==> config.mk <==
export PLATFORM = sky130hd
export DESIGN_NAME = fir_tap_window_8x8
export DESIGN_NICKNAME = d
export VERILOG_FILES = /design/src/rtl/fir_tap_window_8x8.sv
export SDC_FILE = /design/constraint.sdc
export NUM_CORES = 1
export LEC_CHECK = 0
export CORE_ASPECT_RATIO = 1.75
export CORE_MARGIN = 4
export CORE_UTILIZATION = 54
export CTS_CLUSTER_SIZE = 28
export DETAILED_ROUTE_END_ITERATION = 10
export PLACE_DENSITY = 0.86
export SYNTH_ARGS = -nofsm -noshare
export SYNTH_HDL_FRONTEND = slang
export SYNTH_SLANG_ARGS = --single-unit
==> constraint.sdc <==
create_clock -name clk -period 5.62 [get_ports clk]
set_input_delay 1.124 -clock clk [delete_from_list [all_inputs] [get_ports clk]]
set_output_delay 1.124 -clock clk [all_outputs]
set_load 0.05 [all_outputs]
==> src/rtl/fir_tap_window_8x8.sv <==
// fir_tap_window_8x8
// Streaming tap-delay-line front end for an 8-tap, 8-bit parallel FIR.
// Keeps an 8-deep history of accepted samples and, once the history is full,
// publishes the whole window as one registered, handshaked 64-bit word.
// Every DECIM-th accept emits a window.
//
// Ports:
//   clk, rst          rising-edge clock, async active-high reset
//   clear             synchronous flush (wins over accept/emit)
//   sample_in/valid   input sample stream
//   sample_ready      combinational: !clear & (!window_valid | window_ready)
//   window_data       lane k = [8k+7:8k], lane 0 newest, lane 7 oldest
//   window_valid      window_data holds an unconsumed window
//   window_ready      consumer takes the window this cycle
//   fill_level        samples in history, saturating at 8
module fir_tap_window_8x8 #(
   parameter int unsigned DECIM = 1
) (
   input  logic        clk,
   input  logic        rst,
   input  logic        clear,
   input  logic [7:0]  sample_in,
   input  logic        sample_valid,
   output logic        sample_ready,
   output logic [63:0] window_data,
   output logic        window_valid,
   input  logic        window_ready,
   output logic [3:0]  fill_level
);

   typedef enum logic {FILLING, RUNNING} state_e;

   localparam int unsigned   PW      = (DECIM > 1) ? $clog2(DECIM) : 1;
   localparam logic [PW-1:0] PH_LAST = PW'(DECIM - 1);

   state_e              state_q, state_d;
   logic [7:0][7:0]     hist_q, hist_d;
   logic [63:0]         win_q, win_d;
   logic                win_vld_q, win_vld_d;
   logic [3:0]          fill_q, fill_d;
   logic [PW-1:0]       phase_q, phase_d;
   logic                accept;
   logic                emit;

   // The output register can take a new window when it is empty or being
   // drained this cycle, which is what gives back-to-back handoff.
   assign sample_ready = !clear && (!win_vld_q || window_ready);
   assign accept       = sample_valid && sample_ready;

   always_comb begin
      state_d   = state_q;
      hist_d    = hist_q;
      fill_d    = fill_q;
      phase_d   = phase_q;
      win_d     = win_q;
      win_vld_d = win_vld_q && !window_ready;
      emit      = 1'b0;
      if (clear) begin
         state_d   = FILLING;
         hist_d    = '0;
         fill_d    = '0;
         phase_d   = '0;
         win_d     = '0;
         win_vld_d = 1'b0;
      end else if (accept) begin
         // Shift toward lane 7; new sample lands in lane 0.
         hist_d = {hist_q[6:0], sample_in};
         fill_d = (state_q == RUNNING) ? 4'd8 : fill_q + 4'd1;
         if (fill_d == 4'd8) begin
            state_d = RUNNING;
            emit    = (phase_q == '0);
            phase_d = (phase_q == PH_LAST) ? '0 : phase_q + 1'b1;
         end
         if (emit) begin
            win_d     = hist_d;
            win_vld_d = 1'b1;
         end
      end
   end

   always_ff @(posedge clk or posedge rst) begin
      if (rst) begin
         state_q   <= FILLING;
         hist_q    <= '0;
         fill_q    <= '0;
         phase_q   <= '0;
         win_q     <= '0;
         win_vld_q <= 1'b0;
      end else begin
         state_q   <= state_d;
         hist_q    <= hist_d;
         fill_q    <= fill_d;
         phase_q   <= phase_d;
         win_q     <= win_d;
         win_vld_q <= win_vld_d;
      end
   end

   assign window_data  = win_q;
   assign window_valid = win_vld_q;
   assign fill_level   = fill_q;

endmodule

Word level (Yosys, flattened, before mapping)
Index checks and enable logic that the tools add are counted.
{"block": "word_totals", "regBits": 127}
{"block": "op_classes", "n_reduce_logical": 12, "n_eq_ne": 1, "add_sub_neg": 2, "bitwise_logic": 1, "mux": 21}
{"cell": "2-to-1 mux 64 bit", "n": 3}
{"cell": "2-to-1 mux 56 bit", "n": 2}
{"cell": "2-to-1 mux 1 bit", "n": 13}
{"cell": "2-to-1 mux 4 bit", "n": 3}
{"cell": "nonzero test 2 bit", "n": 3}
{"cell": "adder 4 x 1 -> 4 bit, second input constant", "n": 1}
{"cell": "== test 4 bit, second input constant", "n": 1}
{"cell": "AND reduction 2 bit", "n": 2}
{"cell": "logical AND 1 bit", "n": 3}
{"cell": "logical NOT 1 bit", "n": 3}
{"cell": "adder 1 bit, second input constant", "n": 1}
{"cell": "logical OR 1 bit", "n": 1}
{"cell": "NOT 1 bit", "n": 1}

Depth between registers and ports, before layout
{"block": "depth", "ltp_word": 9, "depth_mapped": 7, "ltp_nobuf": 5}

Worst setup path before layout
OpenSTA, ideal clock, no wires.
{"block": "synth_path", "path_kind": "input to output", "startpoint": "input clear", "endpoint": "output sample_ready", "t_arrival_ps": 2150, "path_stages": 3, "slack_ps": 2346, "path_buffers": 2, "path_cell_list": "buf_2 -> clkbuf_1 -> nor2_1"}
{"block": "synth_via", "elab_chain_len": 2}
{"element": "start, declared", "line_no": "21", "text": "input logic clear,"}
{"element": "logical NOT 1 bit", "line_no": "47", "text": "assign sample_ready = !clear && (!win_vld_q || window_ready);"}
{"element": "logical AND 1 bit", "line_no": "47"}
{"element": "end, declared", "line_no": "24", "text": "output logic sample_ready,"}
No other way between the ends.

Worst setup path after layout
{"block": "layout_path", "startpoint": "input window_ready", "endpoint": "output sample_ready"}
{"block": "layout_via", "elab_chain_len": 2}
{"element": "start, declared", "line_no": "27", "text": "input logic window_ready,"}
{"element": "logical OR 1 bit", "line_no": "47"}
{"element": "logical AND 1 bit", "line_no": "47"}
No other way between the ends.

==> flow_results.xml <==
<?xml version="1.0" encoding="UTF-8"?>
<metrics>
  <group name="timing">
    <metric name="setup_viol" unit="">0</metric>
    <metric name="slew_headroom" unit="">0.2474</metric>
    <metric name="rsz0062_at_grt" unit="">no</metric>
    <metric name="layout_worst_path_cycle_share" unit="">0.6769</metric>
    <metric name="layout_min_cycle_time" unit="ns">3.804</metric>
    <metric name="maxClockFrequency" unit="MHz">262.9</metric>
    <metric name="final_hold_vio_count" unit="">0</metric>
    <metric name="timing_worst_slew_pin_value" unit="ns">1.128</metric>
    <metric name="finalMaxSlewViolations" unit="">0</metric>
    <metric name="hold-worst-slack" unit="ns">0.4926</metric>
    <metric name="setup_tns" unit="ns">0</metric>
    <metric name="skew" unit="ns">0.009536</metric>
  </group>
  <group name="logic_synthesis">
    <metric name="synth.yosys.seq_area_share" unit="">0.5788</metric>
    <metric name="synth.lib_cells_used.distinct" unit="">32</metric>
    <metric name="synth_area_leader_cell" unit="">dfrtp_1</metric>
    <metric name="synth_seq_cells" unit="">126</metric>
    <metric name="cell_types_occupying_the_most_area_after_synthesis" unit="">dfrtp_1 58%, nand3_1 11%, nand2_1 9.0%, o21ai_0 5.1%, a21oi_1 3.6%</metric>
    <metric name="synthesized_cell_area" unit="mm2">0.005448</metric>
    <metric name="synthCells" unit="">577</metric>
    <metric name="top_cell_type_s_share_of_synthesized_area" unit="">0.5788</metric>
    <metric name="mappedNetlistNets" unit="">591</metric>
    <metric name="post_synth.cell_area_avg" unit="um2">9.441</metric>
    <metric name="yosys_warnings" unit="">0</metric>
  </group>
  <group name="power">
    <metric name="combPwrFrac" unit="">0.053</metric>
    <metric name="power.ir.vdd_worst" unit="uV">261.9</metric>
    <metric name="power.internal" unit="mW">1.535</metric>
    <metric name="power.share.clock" unit="">0.486</metric>
    <metric name="pwrdens" unit="mW/mm2">298.1</metric>
    <metric name="netSwitchingFraction" unit="">0.2397</metric>
    <metric name="leakage" unit="nW">3.069</metric>
    <metric name="total_switching_power" unit="mW">0.4840</metric>
    <metric name="proportion_of_power_drawn_by_flip_flops_and_latches" unit="">0.461</metric>
  </group>
  <group name="setup_path">
    <metric name="critPathKind" unit="">in -&gt; out</metric>
    <metric name="critPathCapture" unit="">sample_ready</metric>
    <metric name="r2r-end" unit="">window_data[4]</metric>
    <metric name="timing.critical_path.to_type" unit="">output pin</metric>
    <metric name="r2r_start" unit="">fill_level[0]</metric>
    <metric name="worstPathArrival" unit="ns">2.68</metric>
    <metric name="critical_path.max_fanout" unit="">4</metric>
    <metric name="ff2ff_setup_slack" unit="ns">2.65</metric>
    <metric name="cp.required" unit="ns">4.50</metric>
    <metric name="worstRegToRegCells" unit="">5</metric>
    <metric name="worst_setup_path_start_kind" unit="">input pin</metric>
    <metric name="critPathLaunch" unit="">window_ready</metric>
  </group>
  <group name="cells_and_area">
    <metric name="finalNetCount" unit="">651</metric>
    <metric name="area.growth.synth_to_final" unit="%">24.35</metric>
    <metric name="final_layout_size_suffix_gt1_frac" unit="">0.1092</metric>
    <metric name="antenna_diode_count" unit="">0</metric>
    <metric name="final_cell_mix" unit="">130 x nand2_1, 126 x dfrtp_1, 114 x nand3_1</metric>
    <metric name="commonest_non_fill_non_tap_cell_in_the_layout" unit="">nand2_1</metric>
  </group>
  <group name="grt">
    <metric name="antenna_found_initial" unit="">0</metric>
    <metric name="overflow" unit="">0</metric>
    <metric name="grt_use_total" unit="">0.2349</metric>
    <metric name="wire_length_of_the_first_global_routing_pass" unit="um">22200</metric>
    <metric name="grt_pass1_vias" unit="">4526</metric>
    <metric name="grt_max_degree" unit="">77</metric>
  </group>
  <group name="cts">
    <metric name="cts_resized" unit="">0</metric>
    <metric name="cts_buf_count" unit="">17</metric>
    <metric name="cts_max_level" unit="">4</metric>
    <metric name="cts.sinks" unit="">126</metric>
    <metric name="cts_stage_hold_buffer_count" unit="">0</metric>
    <metric name="cts_tree" unit="">done</metric>
    <metric name="clock_latency" unit="ns">0.42</metric>
    <metric name="clock_path_buffers" unit="">2</metric>
    <metric name="root_buffer" unit="">clkbuf_16</metric>
    <metric name="clk_pin_slew" unit="ns">0.05</metric>
    <metric name="post-cts-setup-buffer-count" unit="">0</metric>
  </group>
  <group name="die">
    <metric name="ioPinCount" unit="">83</metric>
    <metric name="floorplan.die.height" unit="um">140.9</metric>
    <metric name="fp.dieW" unit="um">83.93</metric>
    <metric name="core_area" unit="mm2">0.009849</metric>
    <metric name="rows" unit="">48</metric>
    <metric name="die-area" unit="mm2">0.01182</metric>
    <metric name="initial_core_util" unit="">0.5531</metric>
  </group>
  <group name="flow_run">
    <metric name="drv_cap" unit="">0</metric>
  </group>
  <group name="detailed_routing">
    <metric name="detail_route.iter0.violations" unit="">507</metric>
    <metric name="wire_per_inst" unit="um">17.32</metric>
    <metric name="remaining_drc_errors" unit="">0</metric>
    <metric name="post_drt_via_cell_ratio" unit="">5.890</metric>
    <metric name="ant_nets" unit="">0</metric>
    <metric name="drt_wl_total" unit="um">13420</metric>
    <metric name="detail_route.first_pass.iterations" unit="">5</metric>
    <metric name="vias" unit="">4565</metric>
  </group>
  <group name="placed_design">
    <metric name="routabilityCongestion" unit="">0.8310</metric>
    <metric name="port_buffers" unit="">82</metric>
    <metric name="place_hpwl" unit="um">7967</metric>
  </group>
  <group name="run_status">
    <metric name="status" unit="">completed</metric>
  </group>
  <group name="min_path">
    <metric name="hold_class" unit="">reg -&gt; reg</metric>
  </group>
</metrics>
-- layer usage --
layer  track usage  wire length (um)  part of all wire
met5             0                 0                 0
met4        0.1085               386             0.029
met3       0.05556               756             0.056
met2        0.3831              7108              0.53
met1        0.2968              5170              0.39
-- critical path, cell delays in order --
cell             delay [ns]
clkdlybuf4s50_1        0.41
nor2b_1                0.34
nor2_1                 0.08
clkdlybuf4s50_1        0.72
-- kinds of logic (layout without fill, tap and decap cells) --
| group | count (synthesis) | in the layout | share of synthesized area |
|---|---|---|---|
| buf+inv | 54 | 127 | 0.05604 |
| compound gates | 122 | 122 | 0.1254 |
| fa+ha+maj | 1 | 1 | 0.002296 |
| simple gates | 271 | 271 | 0.2327 |
| flops | 126 | 126 | 0.5788 |
| xor+xnor | 3 | 3 | 0.004824 |
-- cell type report --
| type | count | area, um2 |
|---|---|---|
| Sequential cell | 126 | 3153 |
| Tap cell | 125 | 156.4 |
| Clock buffer | 20 | 466.7 |
| Timing Repair Buffer | 91 | 883.3 |
| Clock inverter | 12 | 70.07 |
| Inverter | 4 | 17.52 |
| Multi-Input combinational cell | 397 | 2027 |
| Fill cell | 751 | 3075 |
-- worst min-delay path by stage --
stage	start	cells past startpoint	slack (ns)	end
after floorplan	hist_q[2]	2	0.46	hist_q[10]
after CTS	hist_q[14]	2	0.49	hist_q[22]
final	hist_q[14]	2	0.49	hist_q[22]
after global placement	hist_q[9]	2	0.48	hist_q[17]
after global routing	hist_q[14]	2	0.51	hist_q[22]
after detailed placement	hist_q[14]	2	0.48	hist_q[22]
-- power groups by stage --
stage	sequential (mW)	combinational, mW	clock (mW)
2_1_floorplan	0.950	0.0691	0
3_3_place_gp	0.946	0.102	0
3_5_place_dp	0.947	0.105	0
4_1_cts	0.931	0.107	0.990
5_1_grt	0.933	0.117	1.04
6_report	0.932	0.106	0.981
-- per-stage QoR --
step           instance area, um2  utilization  setup slack, ns  instances  power, mW
2_1_floorplan                5448            -            1.140        577      1.019
3_3_place_gp                 6237       0.6333            1.834        743      1.048
3_5_place_dp                 6237       0.6333            1.783        743      1.052
4_1_cts                      6774       0.6878            1.806        775      2.028
5_1_grt                      6774       0.6878            1.744        775      2.087
6_report                     6774       0.6878            1.816        775      2.019
-- cells in the mapped netlist --
library cell and instances:
inv_2 1, xor2_1 2, a21oi_2 10, nor2_1 4, buf_1 5, nor3_1 2, dfrtp_1 126, a32o_1 1
nand2b_1 2, ha_1 1, a31oi_1 1, nand3_2 10, clkbuf_1 28, o21ai_1 12, nand3_1 115, o2111ai_1 1
inv_1 3, xnor2_1 1, buf_4 5, o21ai_0 56, buf_2 1, nor3b_1 1, nand2_1 130, nor2b_1 2
or4_1 1, and3_1 1, a2111oi_4 1, and4b_1 2, a21oi_1 39, buf_6 11, nor4_2 1, a21o_1 1
-- state kept, by name, indices dropped and copies added (netlist names) --
signal and count:
hist_q 56, window_valid 1, window_data 64, state_q 1
fill_level 4
Note: power is estimated with default switching activity, not from simulation.
